### src/rtl/video_pattern_gen.sv
// Test-pattern video source: frame timing (vsync, dvalid) plus ramp/checker/constant data.
// Run/stop control only ever returns to idle on a frame boundary.
module video_pattern_gen #(
  parameter int unsigned DW      = 8,
  parameter int unsigned CH      = 1,
  parameter int unsigned H_TOTAL = 1440,
  parameter int unsigned V_TOTAL = 600,
  parameter int unsigned IW      = 1280,
  parameter int unsigned IH      = 513,
  parameter int unsigned H_VLD_B = 0,
  parameter int unsigned V_VLD_B = 65,
  parameter int unsigned SYNC_B  = 5,
  parameter int unsigned SYNC_E  = 55,
  parameter int unsigned CW      = 11
) (
  input  logic             clk,
  input  logic             reset_l,
  input  logic             en,
  input  logic [1:0]       mode,
  input  logic [DW-1:0]    const_val,
  output logic             test_vsync,
  output logic             test_dvalid,
  output logic [DW*CH-1:0] test_data,
  output logic             frame_start,
  output logic [15:0]      frame_cnt
);

  localparam logic [CW-1:0] HLast   = CW'(H_TOTAL - 1);
  localparam logic [CW-1:0] VLast   = CW'(V_TOTAL - 1);
  localparam logic [CW-1:0] HVld    = CW'(H_VLD_B);
  localparam logic [CW-1:0] VVld    = CW'(V_VLD_B);
  localparam logic [CW-1:0] SyncB   = CW'(SYNC_B);
  localparam logic [CW:0]   IwLen   = (CW+1)'(IW);
  localparam logic [CW:0]   IhLen   = (CW+1)'(IH);
  localparam logic [CW:0]   SyncLen = (CW+1)'(SYNC_E - SYNC_B + 1);

  typedef enum logic [1:0] {StIdle, StRun, StStop} state_e;

  state_e            state_q, state_d;
  logic [CW-1:0]     h_q, h_d, v_q, v_d;
  logic [1:0]        mode_q, mode_eff;
  logic              counting, at_eol, at_eof, frame_first;
  logic              in_x, in_y, in_sync, active;
  logic [CW-1:0]     x, y, sync_rel;
  logic [DW*CH-1:0]  pix;

  always_comb begin
    counting = (state_q != StIdle);
    at_eol   = (h_q == HLast);
    at_eof   = at_eol && (v_q == VLast);
    state_d  = state_q;
    h_d      = h_q;
    v_d      = v_q;
    case (state_q)
      StIdle: if (en) state_d = StRun;
      StRun, StStop: begin
        // A stop request only takes effect once the last clock of the frame is counted.
        if (at_eof && !en) state_d = StIdle;
        else               state_d = en ? StRun : StStop;
        if (at_eol) begin
          h_d = '0;
          v_d = at_eof ? '0 : v_q + 1'b1;
        end else begin
          h_d = h_q + 1'b1;
        end
      end
      default: state_d = StIdle;
    endcase
  end

  // Offsets wrap to large values left of/above the window, so one compare covers both bounds.
  always_comb begin
    x           = h_q - HVld;
    y           = v_q - VVld;
    sync_rel    = v_q - SyncB;
    in_x        = ({1'b0, x} < IwLen);
    in_y        = ({1'b0, y} < IhLen);
    in_sync     = ({1'b0, sync_rel} < SyncLen);
    active      = counting && in_x && in_y;
    frame_first = counting && (h_q == '0) && (v_q == '0);
    mode_eff    = frame_first ? mode : mode_q;
    pix         = '0;
    for (int c = 0; c < int'(CH); c++) begin
      case (mode_eff)
        2'd0:    pix[c*DW +: DW] = DW'(32'(x) + 32'(c));
        2'd1:    pix[c*DW +: DW] = DW'(32'(y) + 32'(c));
        2'd2:    pix[c*DW +: DW] = {DW{x[3] ^ y[3]}};
        default: pix[c*DW +: DW] = const_val;
      endcase
    end
  end

  always_ff @(posedge clk) begin
    if (reset_l) begin
      state_q     <= StIdle;
      h_q         <= '0;
      v_q         <= '0;
      mode_q      <= 2'd0;
      test_vsync  <= 1'b1;
      test_dvalid <= 1'b0;
      test_data   <= '0;
      frame_start <= 1'b0;
      frame_cnt   <= 16'd0;
    end else begin
      state_q     <= state_d;
      h_q         <= h_d;
      v_q         <= v_d;
      test_vsync  <= !(counting && in_sync);
      test_dvalid <= active;
      test_data   <= active ? pix : '0;
      frame_start <= frame_first;
      if (frame_first) begin
        mode_q    <= mode;
        frame_cnt <= frame_cnt + 16'd1;
      end
    end
  end

endmodule

### config.mk
export PLATFORM = sky130hd
export DESIGN_NAME = video_pattern_gen
export DESIGN_NICKNAME = d
export VERILOG_FILES = /design/src/rtl/video_pattern_gen.sv
export SDC_FILE = /design/constraint.sdc
export NUM_CORES = 1
export LEC_CHECK = 0
export BUFFER_PORTS_ARGS = -buffer_cell sky130_fd_sc_hd__buf_2
export CORE_MARGIN = 2
export CORE_UTILIZATION = 52
export CTS_CLUSTER_SIZE = 24
export DETAILED_ROUTE_END_ITERATION = 10
export PLACE_DENSITY = 0.83
export SLEW_MARGIN = 20
export SYNTH_ARGS = -nofsm -noshare
export SYNTH_HDL_FRONTEND = slang
export SYNTH_SLANG_ARGS = --single-unit
### constraint.sdc
create_clock -name clk -period 2.5 [get_ports clk]
set_input_delay 0.125 -clock clk [delete_from_list [all_inputs] [get_ports clk]]
set_output_delay 0.125 -clock clk [all_outputs]
set_load 0.01 [all_outputs]
# [Yosys cells after proc, flatten, opt, wreduce, memory -nomap -nowiden]
# Cells that the tools add are included.
[totals] elab_cells=51 in_bits=13 reg_bits=53
[op_classes] muxes=8 n_bitwise=2 reduce_logical=17 n_lt_le_gt_ge=3 add_sub_neg=5 eq_ne=7
[op_table] op="one-hot mux 8 bit (3 select lines)" count=1
[op_table] op="adder 11 x 1 -> 11 bit (second input constant)" count=2
[op_table] op="zero test 11 bit" count=2
[op_table] op="2-to-1 mux 11 bit" count=2
[op_table] op="adder 16 x 1 -> 16 bit (second input constant)" count=1
[op_table] op="== test 11 x 10 -> 1 bit (second input constant)" count=1
[op_table] op="== test 11 bit (second input constant)" count=1
[op_table] op="< comparator 11 x 10 -> 1 bit (second input constant)" count=1
[op_table] op="< comparator 11 bit (second input constant)" count=1
[op_table] op="< comparator 11 x 6 -> 1 bit (second input constant)" count=1
[op_table] op="subtractor 11 x 3 -> 11 bit (second input constant)" count=1
[op_table] op="subtractor 11 x 7 -> 11 bit (second input constant)" count=1
[op_table] op="2-to-1 mux 2 bit" count=4
[op_table] op="logical AND 1 bit" count=7
[op_table] op="== test 2 x 1 -> 1 bit (second input constant)" count=2
[op_table] op="== test 2 bit (second input constant)" count=2
[op_table] op="zero test 2 bit" count=2
[op_table] op="one-hot mux 2 bit (2 select lines)" count=1
[op_table] op="OR reduction 2 bit" count=2
[op_table] op="zero test 1 bit" count=2
[op_table] op="inequality test 2 bit (second input constant)" count=1
[op_table] op="AND reduction 2 bit" count=1
[op_table] op="nonzero test 2 bit" count=1
[op_table] op="inverter 1 bit" count=1
[op_table] op="bitwise XOR 1 bit" count=1

# [Longest topological paths before layout]
# Gate-level depths: netlist of run 1.
[depth] depth_word=6 ltp_mapped=11 depth_no_buf=8

# [Least setup slack after synthesis of run 1]
# No wires, ideal clock.
[synth_timing] path_kind="flip-flop to flip-flop" from="register v_q[0]" to="register test_data[2]" path_slack_ns=0.156 period_less_slack_ns=2.344 required_ns=2.414 path_stages_with_launch=12 arrival_ns=2.258 path_cell_list="dfxtp_1 clkbuf_1 inv_1 ha_1 nor4b_2 nand2_1 or2_1 buf_6 mux2_4 buf_2 mux2i_1 a211oi_1"
[synth_between] elab_chain_len=5
[synth_lines] element="start: declaration" line="40" rtl="logic [CW-1:0] h_q, h_d, v_q, v_d;"
[synth_lines] element="start signal: assignment" line="107" rtl="v_q <= v_d;"
[synth_lines] element="subtractor 11 x 7 -> 11 bit / zero test 11 bit (equally long branches)" line="74, 80"
[synth_lines] element="< comparator 11 x 10 -> 1 bit / logical AND 1 bit (equally long branches)" line="77, 80"
[synth_lines] element="logical AND 1 bit / 2-to-1 mux 2 bit (equally long branches)"
[synth_lines] element="inverter 1 bit (no line), or another cell as far along"
[synth_lines] element="OR reduction 2 bit (no line) / one-hot mux 8 bit (3 select lines) (equally long branches)"
[synth_lines] element="end signal: assignment" line="110" rtl="test_data <= active ? pix : '0;"
[synth_lines] element="end: declaration" line="23" rtl="output logic [DW*CH-1:0] test_data,"
# Parallel ways exist; a longest one is shown, timed or not.
# A chain may end at the register's enable or synchronous reset.

# [Worst setup path after layout of run 1]
[layout_timing] from="register state_q[0]" to="register test_data[4]"
[layout_between] elab_chain_len=6
[layout_lines] element="start: declaration" line="39" rtl="state_e state_q, state_d;"
[layout_lines] element="start signal: assignment" line="95" rtl="state_q <= StIdle;"
[layout_lines] element="start signal: assignment" line="105" rtl="state_q <= state_d;"
[layout_lines] element="nonzero test 2 bit *" line="48" rtl="counting = (state_q != StIdle);"
[layout_lines] element="logical AND 1 bit (2 in series)" line="80" rtl="frame_first = counting && (h_q == '0) && (v_q == '0);"
[layout_lines] element="2-to-1 mux 2 bit"
[layout_lines] element="== test 2 bit, or another cell as far along" line="84" rtl="case (mode_eff)"
[layout_lines] element="one-hot mux 8 bit (3 select lines)" line="84"
# Every way passes the cells marked *; elsewhere a longest branch is shown, timed or not.

==> reports/qor.txt, run 1 <==
Post-synthesis instance area -> 2962 µm²
Commonest non-fill, non-tap cell in the layout -> nor2_1
CTS tree -> built
Highest-count cells in the layout ignoring fill and taps -> 54 x nor2_1, 53 x dfxtp_1, 39 x buf_2
Count of endpoints failing hold in the final timing report -> 0
Synth-to-layout area growth -> 14.91%
Gp weighted congestion -> 0.8997
Total Routed Length -> 6.968 mm
Hold-fix buffers, CTS -> 0
# DRC -> 0
Count of clock tree sinks -> 53
Worst clock skew -> 0.01114 ns
Largest vdd supply drop -> 0.2264 mV
Critical Path Fanout Max -> 12
Classification of the worst-slack hold path -> in -> reg
Req. time, crit path -> 2.73 ns
Worst-Margin Slew -> 0.6003 ns
Clock latency reported for the late side of the worst-skew pair -> 0.31 ns
Largest stage delay, worst path -> 0.38 ns
Clk buf depth -> 2
CP max stage cell -> mux2_4
Per-instance average area after synthesis -> 8.390 µm²
Total global routing track utilization -> 0.2290
Setup TNS -> 0 ns
Post-cts resize count -> 0
Power per standard cell area -> 476.3 nW/µm²
Core Area -> 5507 µm²
Cell variety after synth -> 54
Critical path start-end classification -> reg -> reg
Largest net degree at the start of global routing -> 30
Sequential cell area fraction in the yosys report -> 0.3583
Antenna violations before repair -> 0
RSZ-0062 raised after global routing -> no
Number of placement rows -> 27
HPWL after detailed placement -> 5.122 mm
Post-synthesis sequential element count -> 53
I/O pin count -> 40
Element type at the critical path end -> flip-flop
Number of flops mapped to enable cells by yosys -> 0
Reg area -> 1061 µm²
Final non-filler cell area -> 3403 µm²
Top FF cell, synth -> dfxtp_1
Fraction of final layout cells with drive strength greater than 1 -> 0.2100
First-pass GRT wire length -> 11.36 mm
Total number of H-tree levels -> 2
Net count of the mapped netlist -> 374
DR iter-0 viols -> 297
Total power -> 1621 µW
Number of global-route vias before repair -> 2455
Highest clock frequency the design can meet -> 421.6 MHz
Status -> completed
Ys async rst share -> 0
Post-CTS Repair Setup Buffers -> 0
Area of the multi-input gates -> 1775 µm²
Clock buffer count from CTS -> 5
Final-layout worst hold slack -> 0.02886 ns
Min Tclk post-route -> 2.372 ns
Via count of the routed design -> 2699
Worst path most repeated cell -> mux2_4
Vertical extent of the die -> 79.47 µm
WL per Instance -> 14.76 µm
Leakage -> 0.001397 µW
Antenna viol nets, final -> 0
Count of port buffers added during placement -> 39
Post-Syn Instances -> 353
Portion of the clock cycle consumed by the worst path in the final layout -> 0.9487
Final number of setup-violating endpoints -> 0
Number of iterations in the first detailed-routing pass -> 5
CTS clock-pin slew for the worst setup and hold paths -> 0.09 ns
Via density -> 5.718
Crit path cell chain -> inv_1 -> ha_1 -> nor4b_4 -> nand2_2 -> or2_4 -> mux2_4 -> mux2_4 -> a211oi_2
Arr. time, crit path -> 2.60 ns
Effective utilization at floorplan -> 0.5378
Post-layout net count -> 421
X dimension of the die -> 79.47 µm
Aggregate global routing overflow -> 0
Max-slew violations -> 0
Relative slew slack -> 0.5884
Launching element type of the critical path -> flip-flop
Full die area -> 6315 µm²
Diodes inserted -> 0
Dpl cell area -> 3291 µm²
Maximum Capacitance Violations -> 0
Fillers -> 464
Root Buffer -> clkbuf_8
Yosys warning count -> 0
cells in the mapped netlist, types with 2 or more instances:
library cell	count	area share
inv_1	15	0.019
nor2_1	54	0.068
a311oi_1	5	0.015
ha_1	8	0.034
mux2_4	2	0.010
and3_1	4	0.0084
nor2b_1	3	0.0063
nand3_1	15	0.025
buf_1	2	0.0025
buf_6	3	0.011
nand2_1	30	0.038
a21oi_1	15	0.025
nand4_1	13	0.027
xnor2_1	18	0.053
mux2i_1	9	0.030
a211oi_1	4	0.010
nor3_1	16	0.027
nor4b_1	2	0.0059
o21ai_0	10	0.017
clkbuf_1	8	0.010
dfxtp_1	53	0.36
buf_2	4	0.0068
a21boi_0	2	0.0051
xor2_1	22	0.065
nor3_2	2	0.0068
nand2b_1	2	0.0042
nor4_1	4	0.0084
nor4_4	2	0.014
metrics by stage:
stage	instances	worst slack, ns	util
after floorplan	353	0.1563	-
after global placement	465	0.1404	0.5976
after detailed placement	465	0.06581	0.5976
after CTS	472	0.02720	0.6140
after global routing	472	0.002097	0.6180
final	472	0.1283	0.6180
metal layers:
metal  wire, µm  part of all wire  global-route usage
met1       3082              0.44              0.2845
met2       3372              0.48              0.3899
met3        336             0.048             0.03394
met4        177             0.025              0.1034
met5          0                 0                   0
final timing paths:
path,start,endpoint,slack [ns],cells past startpoint
max,state_q[0],test_data[4],0.13,8
min,en,state_q[1],0.03,2
max reg2reg,state_q[0],test_data[4],0.13,8
min reg2reg,frame_cnt[1],frame_cnt[1],0.51,2
where the power goes:
| part | switching [µW] | internal (µW) |
|---|---|---|
| Clock | 274 | 219 |
| Sequential | 17.9 | 861 |
| Combinational | 138 | 111 |
| Total | 430 | 1190 |
sequential cells by signal, summed over array words and instances (netlist names):
register	flops
frame_start	1
h_q	11
state_q	2
test_vsync	1
mode_q	2
test_dvalid	1
frame_cnt	16
v_q	11
test_data	8
final cells by class:
type,instances,area share
Clock buffer,6,0.02426
Clock inverter,1,0.002206
Inverter,15,0.01654
Multi-Input combinational cell,268,0.5217
Sequential cell,53,0.3118
Tap cell,72,0.02647
Timing Repair Buffer,57,0.09706
critical path, delay by kind of cell (launching register included):
kind	cells	cell delay, ns
fa+ha+maj	1	0.27
mux	2	0.71
flops	1	0.34
compound gates	1	0.20
buf+inv	1	0.06
simple gates	3	0.71
kinds of logic (layout without fill, tap and decap cells):
group | Yosys count | after routing | synth area share
xor gates and xnor gates | 41 | 41 | 0.1259
AOI/OAI and AO/OA | 46 | 46 | 0.1022
DFF | 53 | 53 | 0.3583
adders and majority gates | 8 | 8 | 0.03380
muxes | 12 | 12 | 0.04436
and+or+nand+nor | 161 | 161 | 0.2856
buffers and inverters | 32 | 79 | 0.04985
Power figures use the tool's default switching activity.
==> inputs of run 2 (changes only) <==
GPL_TIMING_DRIVEN = 0   (was default)
==> run 2 against run 1 <==
  * Final cell count down 0.42%
  * Die area unchanged
  * Critical path depth up 2
  * Hold slack worse by 0.021 ns
  * First-iteration DRC count down 43%
  * Largest cell class unchanged
  * Highest routed layer unchanged
==> reports/qor.txt, run 2 (synthesis results as in run 1) <==
Status -> completed
RSZ-0062 raised after global routing -> no
CTS clock-pin slew for the worst setup and hold paths -> 0.10 ns
Registers with the most flip-flops -> frame_cnt (16), h_q (11), v_q (11)
WL per Instance -> 14.58 µm
Clock power share -> 0.354
Net switching power -> 453.0 µW
Effective utilization at floorplan -> 0.5378
Clk buf depth -> 2
DR iter-0 viols -> 168
Post-layout net count -> 418
Commonest non-fill, non-tap cell in the layout -> nor2_1
Via count of the routed design -> 2632
Fillers -> 469
Launching element type of the critical path -> flip-flop
# DRC -> 0
P_int -> 1299 µW
Register-to-register setup slack -> 0.15 ns
Switching portion of total power -> 0.2586
Cells after DPL -> 463
Total number of H-tree levels -> 2
Critical path start-end classification -> reg -> reg
Root Buffer -> clkbuf_8
Largest stage delay, worst path -> 0.39 ns
Full die area -> 6315 µm²
Highest-count cells in the layout ignoring fill and taps -> 54 x nor2_1, 47 x dfxtp_1, 41 x buf_2
Portion of total power attributed to combinational logic -> 0.143
Final critical-path setup slack -> 0.1477 ns
Core Area -> 5507 µm²
Total Routed Length -> 6.854 mm
Element type at the critical path end -> flip-flop
Number of iterations in the first detailed-routing pass -> 4
Min Tclk post-route -> 2.352 ns
Leakage -> 0.001371 µW
Count of clock tree sinks -> 53
Diodes inserted -> 0
Fraction of final layout cells with drive strength greater than 1 -> 0.1985
Classification of the worst-slack hold path -> in -> reg
Post-CTS Repair Setup Buffers -> 0
Number of global-route vias before repair -> 2483
Arr. time, crit path -> 2.59 ns
Largest vdd supply drop -> 0.2654 mV
Power share of the sequential group -> 0.503
Register with the highest flop count -> frame_cnt
Hold-fix buffers, CTS -> 0
Number of placement rows -> 27
Largest net degree at the start of global routing -> 17
Total global routing track utilization -> 0.2259
Worst-Margin Slew -> 0.7992 ns
Critical Path Fanout Max -> 10
CP max stage cell -> dfxtp_2
Gp weighted congestion -> 0.9133
Power per standard cell area -> 515.7 nW/µm²
Buf+Inv Stages, Crit Path -> 3
Max-slew violations -> 0
CTS tree -> built
Vertical extent of the die -> 79.47 µm
Flip-flop count of the largest register after layout -> 16
Worst slack at placement -> -0.2058 ns
Crit path cell chain -> inv_2 -> ha_1 -> nor4b_4 -> nand2_1 -> or2_1 -> buf_6 -> mux2_4 -> buf_4 -> mux2i_1 -> a211oi_1
Aggregate global routing overflow -> 0
Portion of the clock cycle consumed by the worst path in the final layout -> 0.9409
Final number of setup-violating endpoints -> 0
First-pass GRT wire length -> 11.27 mm
Synth-to-layout area growth -> 14.70%
Count of port buffers added during placement -> 38
Total power -> 1752 µW
Crit-path leading delay family -> simple AND/OR/NAND/NOR gates
Antenna violations before repair -> 0
Clock latency reported for the late side of the worst-skew pair -> 0.32 ns
Clock buffer count from CTS -> 5
Highest clock frequency the design can meet -> 425.1 MHz
Antenna viol nets, final -> 0
Final non-filler cell area -> 3397 µm²
Cell Count, Final, Fillers Out -> 470
Count of endpoints failing hold in the final timing report -> 0
Relative slew slack -> 0.4623
Req. time, crit path -> 2.74 ns
Worst clock skew -> 0.009418 ns
Dpl cell area -> 3242 µm²
Maximum Capacitance Violations -> 0
Via density -> 5.600
I/O pin count -> 40
HPWL after detailed placement -> 5.011 mm
X dimension of the die -> 79.47 µm
Post-Route Utilization -> 0.6169
[run 2: changes by cell type in the layout (fill, tap and decap cells not counted), sizes merged]
cell and change:
bufinv +1, clkbuf +7, buf -10
[run 2: layout make-up]
type | instances | area [µm²] | area share
Buffer | 16 | 90.09 | 0.02652
Tap cell | 72 | 90.09 | 0.02652
Clock buffer | 6 | 82.58 | 0.02431
Multi-Input combinational cell | 268 | 1782 | 0.5245
Inverter | 15 | 56.30 | 0.01657
Timing Repair Buffer | 38 | 190.2 | 0.05599
Sequential cell | 53 | 1069 | 0.3145
Clock inverter | 2 | 37.54 | 0.01105
[run 2: worst reg2reg max path, cell delays in order (launching register included)]
cell and delay, ns:
dfxtp_2 0.39, inv_2 0.10, ha_1 0.17, nor4b_4 0.23, nand2_1 0.13, or2_1 0.25
buf_6 0.14, mux2_4 0.33, buf_4 0.18, mux2i_1 0.12, a211oi_1 0.23
[run 2: power by group through the flow]
| stage | Sequential [µW] | Clock, µW | Combinational (µW) |
|---|---|---|---|
| 6_report | 882 | 619 | 251 |
| 3_5_place_dp | 899 | 0 | 236 |
| 2_1_floorplan | 898 | 0 | 177 |
| 5_1_grt | 885 | 660 | 273 |
| 3_3_place_gp | 898 | 0 | 230 |
| 4_1_cts | 880 | 624 | 241 |
[run 2: per-layer routing]
layer | vias to the layer above | routed length, µm | GRT usage
met2 | 79 | 3294 | 0.3933
met5 | - | 0 | 0
met1 | 1231 | 3057 | 0.2720
met4 | 0 | 155 | 0.09138
li1 | 1307 | - | -
met3 | 15 | 347 | 0.04299
[run 2: worst paths after layout]
path	startpoint	to	cells past startpoint
hold reg to reg	frame_cnt[1]	frame_cnt[1]	2
hold / removal	en	state_q[1]	2
setup / recovery	v_q[0]	test_data[2]	10
setup reg to reg	v_q[0]	test_data[2]	10
[run 2: what timing repair did]
action,in CTS,in global routing
gates resized for setup,3,12
endpoints found under the setup margin,9,15
pin swaps,0,2
[run 2: stage by stage]
stage          hold WS (ns)  setup TNS (ns)
2_1_floorplan        0.2043               0
3_3_place_gp         0.3449         -0.4332
3_5_place_dp         0.3469         -0.9834
4_1_cts             0.01239               0
5_1_grt             0.01261               0
6_report           0.008057               0
